**config.mk**
```make
export PLATFORM = sky130hd
export DESIGN_NAME = vga_dither_output
export DESIGN_NICKNAME = d
export VERILOG_FILES = /design/src/rtl/vga_pkg.sv /design/src/rtl/bayer4_threshold.sv /design/src/rtl/vga_dither_output.sv
export SDC_FILE = /design/constraint.sdc
export NUM_CORES = 1
export LEC_CHECK = 0
export ABC_AREA = 1
export CAP_MARGIN = 20
export CORE_AREA = 2 2 63 80
export DETAILED_ROUTE_END_ITERATION = 16
export DIE_AREA = 0 0 65 82
export PLACE_DENSITY = 0.78
export SYNTH_ARGS = -nofsm -noshare
export SYNTH_HDL_FRONTEND = slang
export SYNTH_SLANG_ARGS = --single-unit
```
**constraint.sdc**
```tcl
create_clock -name clk -period 1.5 [get_ports clk]
set_input_delay 0.225 -clock clk [delete_from_list [all_inputs] [get_ports clk]]
set_output_delay 0.225 -clock clk [all_outputs]
set_load 0.01 [all_outputs]
```
**src/rtl/vga_pkg.sv**
```systemverilog
// Shared constants and helpers for the dithered VGA output path.
package vga_pkg;

    localparam int unsigned BAYER_W = 4;

    // uo_pack bit positions for the TinyVGA pin order
    localparam int unsigned UO_R1 = 0;
    localparam int unsigned UO_G1 = 1;
    localparam int unsigned UO_B1 = 2;
    localparam int unsigned UO_VS = 3;
    localparam int unsigned UO_R0 = 4;
    localparam int unsigned UO_G0 = 5;
    localparam int unsigned UO_B0 = 6;
    localparam int unsigned UO_HS = 7;

    localparam logic SYNC_IDLE = 1'b1;

    localparam logic [BAYER_W-1:0] BAYER4 [4][4] = '{
        '{4'd0,  4'd8,  4'd2,  4'd10},
        '{4'd12, 4'd4,  4'd14, 4'd6 },
        '{4'd3,  4'd11, 4'd1,  4'd9 },
        '{4'd15, 4'd7,  4'd13, 4'd5 }
    };

    typedef struct packed {
        logic [1:0] b;
        logic [1:0] g;
        logic [1:0] r;
    } rgb2_t;

    // Round the 2-bit level up when the fraction beats the threshold; saturates at 3
    function automatic logic [1:0] quantise(input logic [1:0] q,
                                            input logic [BAYER_W-1:0] f,
                                            input logic [BAYER_W-1:0] t);
        return ((f > t) && (q != 2'd3)) ? q + 2'd1 : q;
    endfunction

endpackage

```
**src/rtl/bayer4_threshold.sv**
```systemverilog
// 4x4 ordered-dither threshold ROM.
module bayer4_threshold
    import vga_pkg::*;
(
    input  logic [1:0]         xi,
    input  logic [1:0]         yi,
    output logic [BAYER_W-1:0] t_c
);

    assign t_c = BAYER4[yi][xi];

endmodule

```
**src/rtl/vga_dither_output.sv**
```systemverilog
// Two-stage output stage: Bayer-dithers colour to 2 bits/channel, blanks, aligns syncs.
module vga_dither_output
    import vga_pkg::*;
#(
    parameter int unsigned COLOR_W     = 6,
    parameter bit          TEMPORAL_EN = 1'b1
) (
    input  logic               clk,
    input  logic               rst_n,
    input  logic [9:0]         x,
    input  logic [9:0]         y,
    input  logic               h_sync,
    input  logic               v_sync,
    input  logic               frame_active,
    input  logic [COLOR_W-1:0] r_in,
    input  logic [COLOR_W-1:0] g_in,
    input  logic [COLOR_W-1:0] b_in,
    output logic [1:0]         r,
    output logic [1:0]         g,
    output logic [1:0]         b,
    output logic               h_sync_o,
    output logic               v_sync_o,
    output logic [7:0]         uo_pack,
    output logic [7:0]         frame_cnt
);

    localparam int unsigned F = COLOR_W - 2;

    logic                  vs_prev;
    logic [1:0]            xi_c;
    logic [BAYER_W-1:0]    t_c;
    logic [2:0][COLOR_W-1:0] c1;
    logic                  hs1;
    logic                  vs1;
    logic                  act1;
    logic [BAYER_W-1:0]    t1;
    logic [2:0][1:0]       q_c;
    rgb2_t                 px_c;
    logic [7:0]            pack_c;
    logic                  xy_unused;

    assign xy_unused = ^{x[9:2], y[9:2]};

    assign xi_c = TEMPORAL_EN ? (x[1:0] + frame_cnt[1:0]) : x[1:0];

    bayer4_threshold u_bayer (
        .xi  (xi_c),
        .yi  (y[1:0]),
        .t_c (t_c)
    );

    // Frame counter on falling edges of the raw v_sync
    always_ff @(posedge clk or negedge rst_n) begin
        if (!rst_n) begin
            vs_prev   <= SYNC_IDLE;
            frame_cnt <= 8'd0;
        end else begin
            vs_prev <= v_sync;
            if (vs_prev && !v_sync) begin
                frame_cnt <= frame_cnt + 8'd1;
            end
        end
    end

    // Stage 1: capture pixel, syncs and its threshold
    always_ff @(posedge clk or negedge rst_n) begin
        if (!rst_n) begin
            c1   <= '0;
            hs1  <= SYNC_IDLE;
            vs1  <= SYNC_IDLE;
            act1 <= 1'b0;
            t1   <= '0;
        end else begin
            c1   <= {b_in, g_in, r_in};
            hs1  <= h_sync;
            vs1  <= v_sync;
            act1 <= frame_active;
            t1   <= t_c;
        end
    end

    for (genvar ch = 0; ch < 3; ch++) begin : g_ch
        logic [1:0]         q;
        logic [BAYER_W-1:0] f4;
        assign q = c1[ch][COLOR_W-1 -: 2];
        if (F >= BAYER_W) begin : g_trunc
            assign f4 = c1[ch][F-1 -: BAYER_W];
        end else begin : g_pad
            assign f4 = {c1[ch][F-1:0], {(BAYER_W-F){1'b0}}};
        end
        assign q_c[ch] = quantise(q, f4, t1);
    end

    assign px_c = act1 ? rgb2_t'{r: q_c[0], g: q_c[1], b: q_c[2]} : '0;

    always_comb begin
        pack_c        = '0;
        pack_c[UO_HS] = hs1;
        pack_c[UO_B0] = px_c.b[0];
        pack_c[UO_G0] = px_c.g[0];
        pack_c[UO_R0] = px_c.r[0];
        pack_c[UO_VS] = vs1;
        pack_c[UO_B1] = px_c.b[1];
        pack_c[UO_G1] = px_c.g[1];
        pack_c[UO_R1] = px_c.r[1];
    end

    // Stage 2: registered pin outputs
    always_ff @(posedge clk or negedge rst_n) begin
        if (!rst_n) begin
            r        <= 2'd0;
            g        <= 2'd0;
            b        <= 2'd0;
            h_sync_o <= SYNC_IDLE;
            v_sync_o <= SYNC_IDLE;
            uo_pack  <= 8'h88;
        end else begin
            r        <= px_c.r;
            g        <= px_c.g;
            b        <= px_c.b;
            h_sync_o <= hs1;
            v_sync_o <= vs1;
            uo_pack  <= pack_c;
        end
    end

endmodule

```
# After elaboration in Yosys (flattened, before gate mapping)

Cells that the tools add are included.

Memory bits (writable): 0
Output and inout port bits: 24
Flip-flop bits (word level): 49
Bits in read-only memories: 0
Latch bits: 0
Bits of input ports: 43
Logic and storage cells: 44
Memories: 0

Reductions and logical operators: 5
Multipliers: 0
Shift operators: 0
Multiplexer cells: 10
$add $sub $neg: 5
Equal/unequal tests: 3
Bitwise logic cells: 2
Order comparisons: 5
Divide/modulo/power cells: 0

Operators by type and width:

| kind                  | count |
|---|---|
| $bmux W16 S2          | 1 |
| $mux W16              | 2 |
| $gt A4 B4 Y1          | 3 |
| $add A8 B1 Y8 const B | 1 |
| $bmux W4 S2           | 1 |
| $mux W4               | 2 |
| $add A2 B1 Y2 const B | 3 |
| $ge A3 B3 Y1 const B  | 2 |
| $mux W2               | 3 |
| $mux W6               | 1 |
| $ne A2 B2 Y1 const B  | 3 |
| $not A2 Y3            | 2 |
| $logic_and A1 B1 Y1   | 4 |
| $add A2 B2 Y2         | 1 |
| $logic_not A1 Y1      | 1 |

# Logic depth before layout (Yosys ltp)

Depth in word-level cells: 7
Gate-level depth with buffers: 11
Mapped depth without buffers: 11

# Hierarchy

From an unflattened synthesis, not the netlist that was laid out.

Cells, all modules: 192
Area, all modules: 1,875.5 µm²

Modules (own cells, without submodules):

| module            | seq. area each (µm²) | area each (µm²) | times used | cells an instance |
|---|---|---|---|---|
| vga_dither_output | 1,031.0              | 1,823.0         | 1          | 180 |
| bayer4_threshold  | 0.0                  | 52.6            | 1          | 12 |

# Least setup slack after synthesis

OpenSTA, ideal clock, no wires.

Kind: register to register
Start: reg t1[3]
End: reg uo_pack[1]
Setup time: 0.117 ns
Required time: 1.383 ns
Cell stages (with the launch flop): 11
Clock period less this slack: 1.199 ns
Path buffers: 0
Slack: 0.301 ns
Arrival time: 1.083 ns
Cells stage by stage: dfrtp_1 > inv_1 > ha_1 > nand2_1 > inv_1 > nand2_1 > nand2_1 > nand2_1 > nand2_1 > nand2_1 > nor2_1

RTL lines:

| item                   | RTL line                 | source |
|---|---|---|
| start, declared        | vga_dither_output.sv:36  | `logic [BAYER_W-1:0] t1;` |
| start signal, assigned | vga_dither_output.sv:78  | `t1 <= t_c;` |
| end signal, assigned   | vga_dither_output.sv:123 | `uo_pack <= pack_c;` |
| end, declared          | vga_dither_output.sv:23  | `output logic [7:0] uo_pack,` |

# Final worst setup path

Start: reg frame_cnt[0]
End: out frame_cnt[0]

RTL lines:

| item                   | RTL line                | source |
|---|---|---|
| start, declared        | vga_dither_output.sv:24 | `output logic [7:0] frame_cnt` |
| start signal, assigned | vga_dither_output.sv:60 | `frame_cnt <= frame_cnt + 8'd1;` |

No word-level cell between the ends.

==> reports/qor.yml <==
drt_iter0_markers: 63
io_buffers: 50
root_buffer: "clkbuf_8"
grt_pass1_wl_um: 5020
cts.path.max_buffers: 2
multi_input_area_um2: 599
synth_fp_nets: 230
hold_viol: 0
synth_simple_gate_area_frac: 0.147
synth-edff-count: 0
grt_max_degree: 23
postLayoutCellArea_um2: 2500
drc: 0
dpl-instance-area_um2: 2320
num-fill-cells: 406
grt_overflow: 0
vias: 1219
yosys.area_share.adder: 0.119
fin_nets: 284
synth_top_family_by_area: "simple AND/OR/NAND/NOR gates"
cpMaxStageDelayCell: "clkdlybuf4s50_1"
path_class: "flop to primary output"
routabilityCongestion: 0.726
final_antenna_net_count: 0
synth_mux_area_frac: 0.00628
rsz0062_at_grt: "no"
syn_to_final_growth_pct: 39.5
numCtsBuffers: 5
power.density_nw_per_um2: 1470
p_int_w: 0.00259
clkSinkCount: 41
drive_gt1_frac: 0.111
antenna_found_initial: 0
hold_class: "input pin to flop"
synthCells: 170
ys_async_sr_fraction: 1.00
rows: 28
ys_top_cells_by_count: "dfrtp_1 (37), nand2_1 (37), inv_1 (25), nor2_1 (19), ha_1 (17)"
ys_seq_elements: 41
yosysWarnings: 0
final.setup.tns_ns: 0
synth_flop_cell: "dfrtp_1"
synth-xor-area-share: 0.0538
drt_first_pass_iters: 4
syn-cell-area_um2: 1790
grt_usage: 0.131
ys_seq_area_frac: 0.575
clkLatencyLatePin_ns: 0.29
fmax_ghz: 0.708
ir_drop_mv: 0.686
regToRegStartpoint: "t1[3]"
crit_arrival_ns: 1.19
synth_cell_types: 18
min_from: "h_sync"
slowest_delay_ns: 0.54
net-switching-power_w: 0.00108
path_buf_inv: 1
fin_crit_ns: 1.41
endpoint_kind: "primary output"
synth_area_leaders: "dfrtp_1 (52%), ha_1 (12%), nand2_1 (7.8%)"
outcome: "completed"
worstPathMaxFanout: 2
synth_compound_area_frac: 0.00838
routed_via_density: 4.28
wl_per_cell_um: 10.7
post-route-period-util: 0.941
sw_frac_of_total: 0.295
cp.required_ns: 1.27
worstSetupStartpointType: "flop"
die_h_um: 82
pwr-share-seq: 0.383
tightest_slew_ns: 0.469
critical_path.top_delay_family: "buffers and inverters"
p_clk_frac: 0.288
cp-startpoint: "frame_cnt[0]"
slew_viol_final: 0
worstPathCellList: "clkdlybuf4s50_1"
synth_top_cell_by_area: "dfrtp_1"
skew_ns: 0.00497
seq_area_um2: 1030
die_w_um: 65
dieArea_um2: 5330
antenna_cells: 0
first_global_vias: 1220
total_leakage_power_nw: 1.32
max_slew_margin: 0.687
wirelength_um: 3040
synth_top_area_frac: 0.517
clk_pin_slew_worst_paths_ns: 0.08
num_io_pins: 67
start_util: 0.390
p_comb_frac: 0.329
dp.final_hpwl_um: 2340
setup-violations-final: 0
drv_cap: 0
coreArea_um2: 4590
syn_avg_cell_area_um2: 10.5
cts_tree: "built"
htreeDepth: 2
[flip-flops by register name, summed over array words and instances (netlist names)]
register and flops:
hs1 1, r 1, t1 4, uo_pack 6, vs1 1, act1 1
c1 18, frame_cnt 8, h_sync_o 1
[layout make-up]
| type | instances | share of cell area |
|---|---|---|
| flip-flops and latches | 41 | 0.413 |
| multi-input cells | 94 | 0.240 |
| repair buffers | 55 | 0.222 |
| inverters | 27 | 0.0405 |
| well taps | 60 | 0.0300 |
| clock buffers | 5 | 0.0275 |
| clock inverters | 3 | 0.0275 |
[cells in the final DEF, fill, tap and decap left out, types with 2 or more instances in the layout]
cell type,count
ha_1,17
dfrtp_1,36
xnor2_1,4
dlygate4sd2_1,5
dlymetal6s2s_1,5
clkbuf_8,5
inv_2,2
nor2_1,19
clkdlybuf4s50_1,39
buf_4,3
xor2_1,7
dfstp_2,4
a21oi_1,3
inv_1,25
bufinv_16,2
nand2_1,37
[worst paths after layout]
check	to	cells past startpoint	slack, ns
min reg2reg	h_sync_o	0	0.36
min	hs1	1	0.33
max in group asynchronous	uo_pack[3]	3	0.54
max	frame_cnt[0]	1	0.09
max reg2reg	uo_pack[2]	10	0.16
min in group asynchronous	uo_pack[2]	2	0.41
[metrics by stage]
step	hold WS [ns]	setup slack, ns	instances	utilization	total power (W)
floorplan	-0.0706	0.301	170	-	0.00213
global placement	0.212	0.0789	273	0.506	0.00258
detailed placement	0.216	0.0656	273	0.506	0.00263
CTS	0.319	0.00288	284	0.540	0.00374
global route	0.330	0.0226	285	0.545	0.00395
finish	0.332	0.0881	285	0.545	0.00367
[kinds of logic after synthesis]
logic type | count (synthesis)
AO/OA/AOI/OAI | 3
AND/OR/NAND/NOR | 62
buffers and inverters | 35
adder cells (fa/ha/maj) | 17
flip-flops | 41
XOR/XNOR | 11
multiplexers | 1
[power groups by stage]
| stage | sequential (W) | clock (W) | combinational [W] |
|---|---|---|---|
| floorplan | 0.00149 | 0 | 0.000636 |
| global placement | 0.00145 | 0 | 0.00113 |
| detailed placement | 0.00146 | 0 | 0.00117 |
| CTS | 0.00141 | 0.00110 | 0.00124 |
| global route | 0.00143 | 0.00114 | 0.00137 |
| finish | 0.00141 | 0.00105 | 0.00121 |
[metal layers]
metal / global-route usage / wire (µm) / part of all wire
met5: 0 / 0 / 0
met4: 0.0638 / 61 / 0.020
met3: 0.0521 / 203 / 0.067
met2: 0.231 / 1590 / 0.52
met1: 0.134 / 1190 / 0.39
[repair_timing]
item	CTS	global route
cloned	0	0
gates resized for setup	6	5
endpoints found under the hold margin	17	0
hold buffers	1	0
setup endpoints to repair	7	5
buffers inserted	2	1
Note: power is estimated with default switching activity, not from simulation.
==> RTL edit 1 (same settings) <==
`TEMPORAL_EN`: 1'b1 -> 1'b0.
--- a/src/rtl/vga_dither_output.sv
+++ b/src/rtl/vga_dither_output.sv
@@ -5,3 +5,3 @@
     parameter int unsigned COLOR_W     = 6,
-    parameter bit          TEMPORAL_EN = 1'b1
+    parameter bit          TEMPORAL_EN = 1'b0
 ) (
Function: changed (Yosys sat finds a counterexample within 4 cycles, from zero or initial values and one cycle with rst_n low).
==> RTL edit 1 against the original RTL <==
  * Clock power is 34% lower
  * Combinational power is 37% lower
  * Sequential share of layout area is 0.88 points higher
  * Routed wire length is 4.7% higher
  * Area after synthesis is 0.21% lower
  * Sequential cell count stayed put
  * Via count is 4.3% higher
  * Final area is 2.2% lower
  * Setup slack worse by 31 ps
  * Largest power group unchanged
  * Total power is 24% lower
  * Worst hold slack better by 6.1 ps
==> RTL edit 1: results (changes against the original RTL) <==
Synth Area in XOR/XNOR 3.429% (-1.9 points); length in cells of the worst reg-to-reg path 7 (-3); status completed; vias per cell 4.368 (+2.1%); Critical Path AT 1220 ps (+30 ps); Post-synth top cells nand2_1 (41), dfrtp_1 (37), inv_1 (28); share of synthesized cell area in full adder, half adder and majority cells 11.20% (-0.67 points); transition time at the pin with the least slew margin 445.6 ps (-23.91 ps); Worst Setup EP frame_cnt[3]; largest net degree at the start of global routing 24 (+4.3%); register area share after synthesis 57.66% (+0.12 points); final weighted congestion of routability-driven global placement 0.7754 (+6.8%); Worst Setup SP frame_cnt[3]$_DFFE_PN0P_; syn_nets 235 (+2.2%); wl on met1 1.238 mm (+4.3%); maximum VDD drop 718.4 µV (+4.7%); fillers 408 (+0.49%); drt initial violations 14 (-78%); nets@finish 289 (+1.8%); portion of netlist area occupied by mux cells 0% (-0.63 points); Leakage Power 1.272 nW (-3.8%); M3 GR Usage 4.932% (-0.27 points); routed length on met3 224 µm (+10%); met1 track utilization from global routing 12.93% (-0.46 points); Final Skew 6.260 ps (+1.287 ps)
==> RTL edit 1: cell types whose count changed after synthesis <==
| cell | change |
|---|---|
| nand2_1 | +4 |
| inv_2 | -2 |
| nand3_2 | -1 |
| nand3_1 | +7 |
| ha_1 | -1 |
| nor2_1 | -5 |
| a21oi_1 | +6 |
| xor2_1 | -1 |
| inv_1 | +3 |
| xnor2_1 | -3 |
| mux2_2 | -1 |
==> RTL edit 1: final cells by class <==
| type | count | area [µm²] | share of cell area, % |
|---|---|---|---|
| Clock buffer | 5 | 68.82 | 2.815 |
| Clock inverter | 3 | 17.52 | 0.7165 |
| Inverter | 28 | 105.1 | 4.299 |
| Multi-Input combinational cell | 99 | 599.3 | 24.51 |
| Sequential cell | 41 | 1031 | 42.17 |
| Tap cell | 60 | 75.07 | 3.071 |
| Timing Repair Buffer | 55 | 548.0 | 22.42 |
==> RTL edit 1: power by group through the flow <==
stage                     Sequential, W  Combinational [W]  Clock [W]
after floorplan                 0.00140           0.000331          0
after global placement          0.00138           0.000708          0
after detailed placement        0.00137           0.000735          0
after CTS                       0.00134           0.000784   0.000732
after global routing            0.00135           0.000857   0.000787
final                           0.00134           0.000767   0.000695
==> RTL edit 1: metrics by stage <==
| step | std cells | total power (W) | hold WS (ps) | instance area, µm² | setup WS, ps |
|---|---|---|---|---|---|
| floorplan | 176 | 0.001733 | -70.59 | 1788 | 263.2 |
| global placement | 279 | 0.002084 | 193.5 | 2318 | 121.6 |
| detailed placement | 279 | 0.002107 | 199.0 | 2318 | 85.09 |
| CTS | 290 | 0.002855 | 322.6 | 2422 | 12.58 |
| global route | 291 | 0.002997 | 323.3 | 2445 | 5.662 |
| finish | 291 | 0.002800 | 338.2 | 2445 | 56.82 |
==> RTL edit 2 (same settings) <==
Made on the original files. Reset style: synchronous (`rst_n`), changed in 3 clocked blocks.
--- a/src/rtl/vga_dither_output.sv
+++ b/src/rtl/vga_dither_output.sv
@@ -52,3 +52,3 @@
     // Frame counter on falling edges of the raw v_sync
-    always_ff @(posedge clk or negedge rst_n) begin
+    always_ff @(posedge clk) begin
         if (!rst_n) begin
@@ -65,3 +65,3 @@
     // Stage 1: capture pixel, syncs and its threshold
-    always_ff @(posedge clk or negedge rst_n) begin
+    always_ff @(posedge clk) begin
         if (!rst_n) begin
@@ -108,3 +108,3 @@
     // Stage 2: registered pin outputs
-    always_ff @(posedge clk or negedge rst_n) begin
+    always_ff @(posedge clk) begin
         if (!rst_n) begin
Function: differs if rst_n is asserted again (counterexample within 4 cycles, from zero or initial values and one cycle with rst_n low); with rst_n held inactive, the same outputs for 10 cycles.
==> RTL edit 2 against the original RTL <==
  * Non-clock buffer count fell by 3
  * Sequential share of layout area fell by 7.5 points
  * Setup slack got worse by 39 ps
  * Final area fell by 2.0%
  * Routed wire length rose by 4.5%
  * Sequential cell count did not move
  * Area after synthesis rose by 1.9%
  * Synthesized cell count rose by 38%
  * Highest routed layer unchanged
Power is not compared: it rests on default switching activity, and its combinational part moved more than twofold at a synthesized area within 25%.
==> RTL edit 2: results (changes against the original RTL) <==
status completed; Gate Count Post-Synth 234 (+38%); HPWL reported at the end of detailed placement 2.541 mm (+8.7%); beginning of the worst register-to-register path t1[3]$_SDFF_PN0_; length in cells of the worst reg-to-reg path 8 (-2); Most used DFF post-synth dfxtp_1; relative max-transition margin 83.34% (+15 points); Hold Startpoint hs1$_SDFF_PN1_; sum of routed wire length over all layers 3.176 mm (+4.5%); total routing resource utilization after global routing 13.25% (+0.20 points); type of the tightest min-delay check register to register; min cycle time layout 1451 ps (+39.20 ps); nets@finish 342 (+20%); largest net degree at the start of global routing 22 (-4.3%); vias after detailed routing 1,455 (+19%); biggest registers after layout c1 (18), frame_cnt (8); via count of the first global-routing pass 1,298 (+6.4%); final hold slack 423.3 ps (+91.20 ps); register area share after synthesis 44.96% (-13 points); post-CTS setup-driven buffer insertion count 0 (-2); fillers 434 (+6.9%); Final Skew 5.199 ps (+0.2259 ps); vias per cell 4.254 (-0.53%); Worst Setup SP frame_cnt[0]$_SDFFE_PN0P_; syn_nets 294 (+28%); Worst Path Max Fanout 5 (+3); drt initial violations 22 (-65%); Critical R2R Capture uo_pack[2]$_SDFF_PN0_; capture endpoint of the worst hold path h_sync_o$_SDFF_PN1_; post-placement setup slack 85.64 ps (+20.06 ps); cell types with the largest area share after synthesis dfxtp_1 (45%), nand2_1 (12%), ha_1 (12%), inv_1 (9.5%), nor2_1 (4.7%); dpl cell area 2335 µm² (+0.54%); proportion of synthesized flip-flops having asynchronous set or reset 0% (-100 points); Critical Path AT 1230 ps (+40 ps); Post-synth top cells nand2_1 (58), inv_1 (46), dfxtp_1 (41); number of different library cells in the post-synthesis netlist 20 (+2); Leakage Power 1.242 nW
-- RTL edit 2: repair_timing --
item | 4_1_cts | 5_1_grt
hold endpoints to repair | 0 | 0
endpoints found under the setup margin | 3 | 5
hold buffers | 0 | 0
resized for setup | 3 | 5
-- RTL edit 2: layout make-up --
class,instances,area [µm²],share of cell area [%]
repair buffers,52,518.0,21.13
clock inverters,2,35.03,1.429
well taps,60,75.07,3.063
flip-flops and latches,41,828.3,33.79
inverters,47,176.4,7.198
clock buffers,5,68.82,2.808
multi-input cells,135,749.5,30.58
-- RTL edit 2: cells by family after synthesis --
kind of cell / after synthesis / synth area share [%]
buf+inv: 58 / 14.12
simple gates: 97 / 22.62
xor+xnor: 4 / 1.919
flops: 41 / 44.96
fa+ha+maj: 17 / 11.65
compound gates: 17 / 4.729
-- RTL edit 2: per-layer routing --
metal,vias to the layer above,GRT usage (%),share of wire (%)
li1,785,-,-
met3,6,5.753,8.2
met5,-,0,0
met1,623,13.36,39
met2,41,23.40,51
met4,0,6.383,1.9
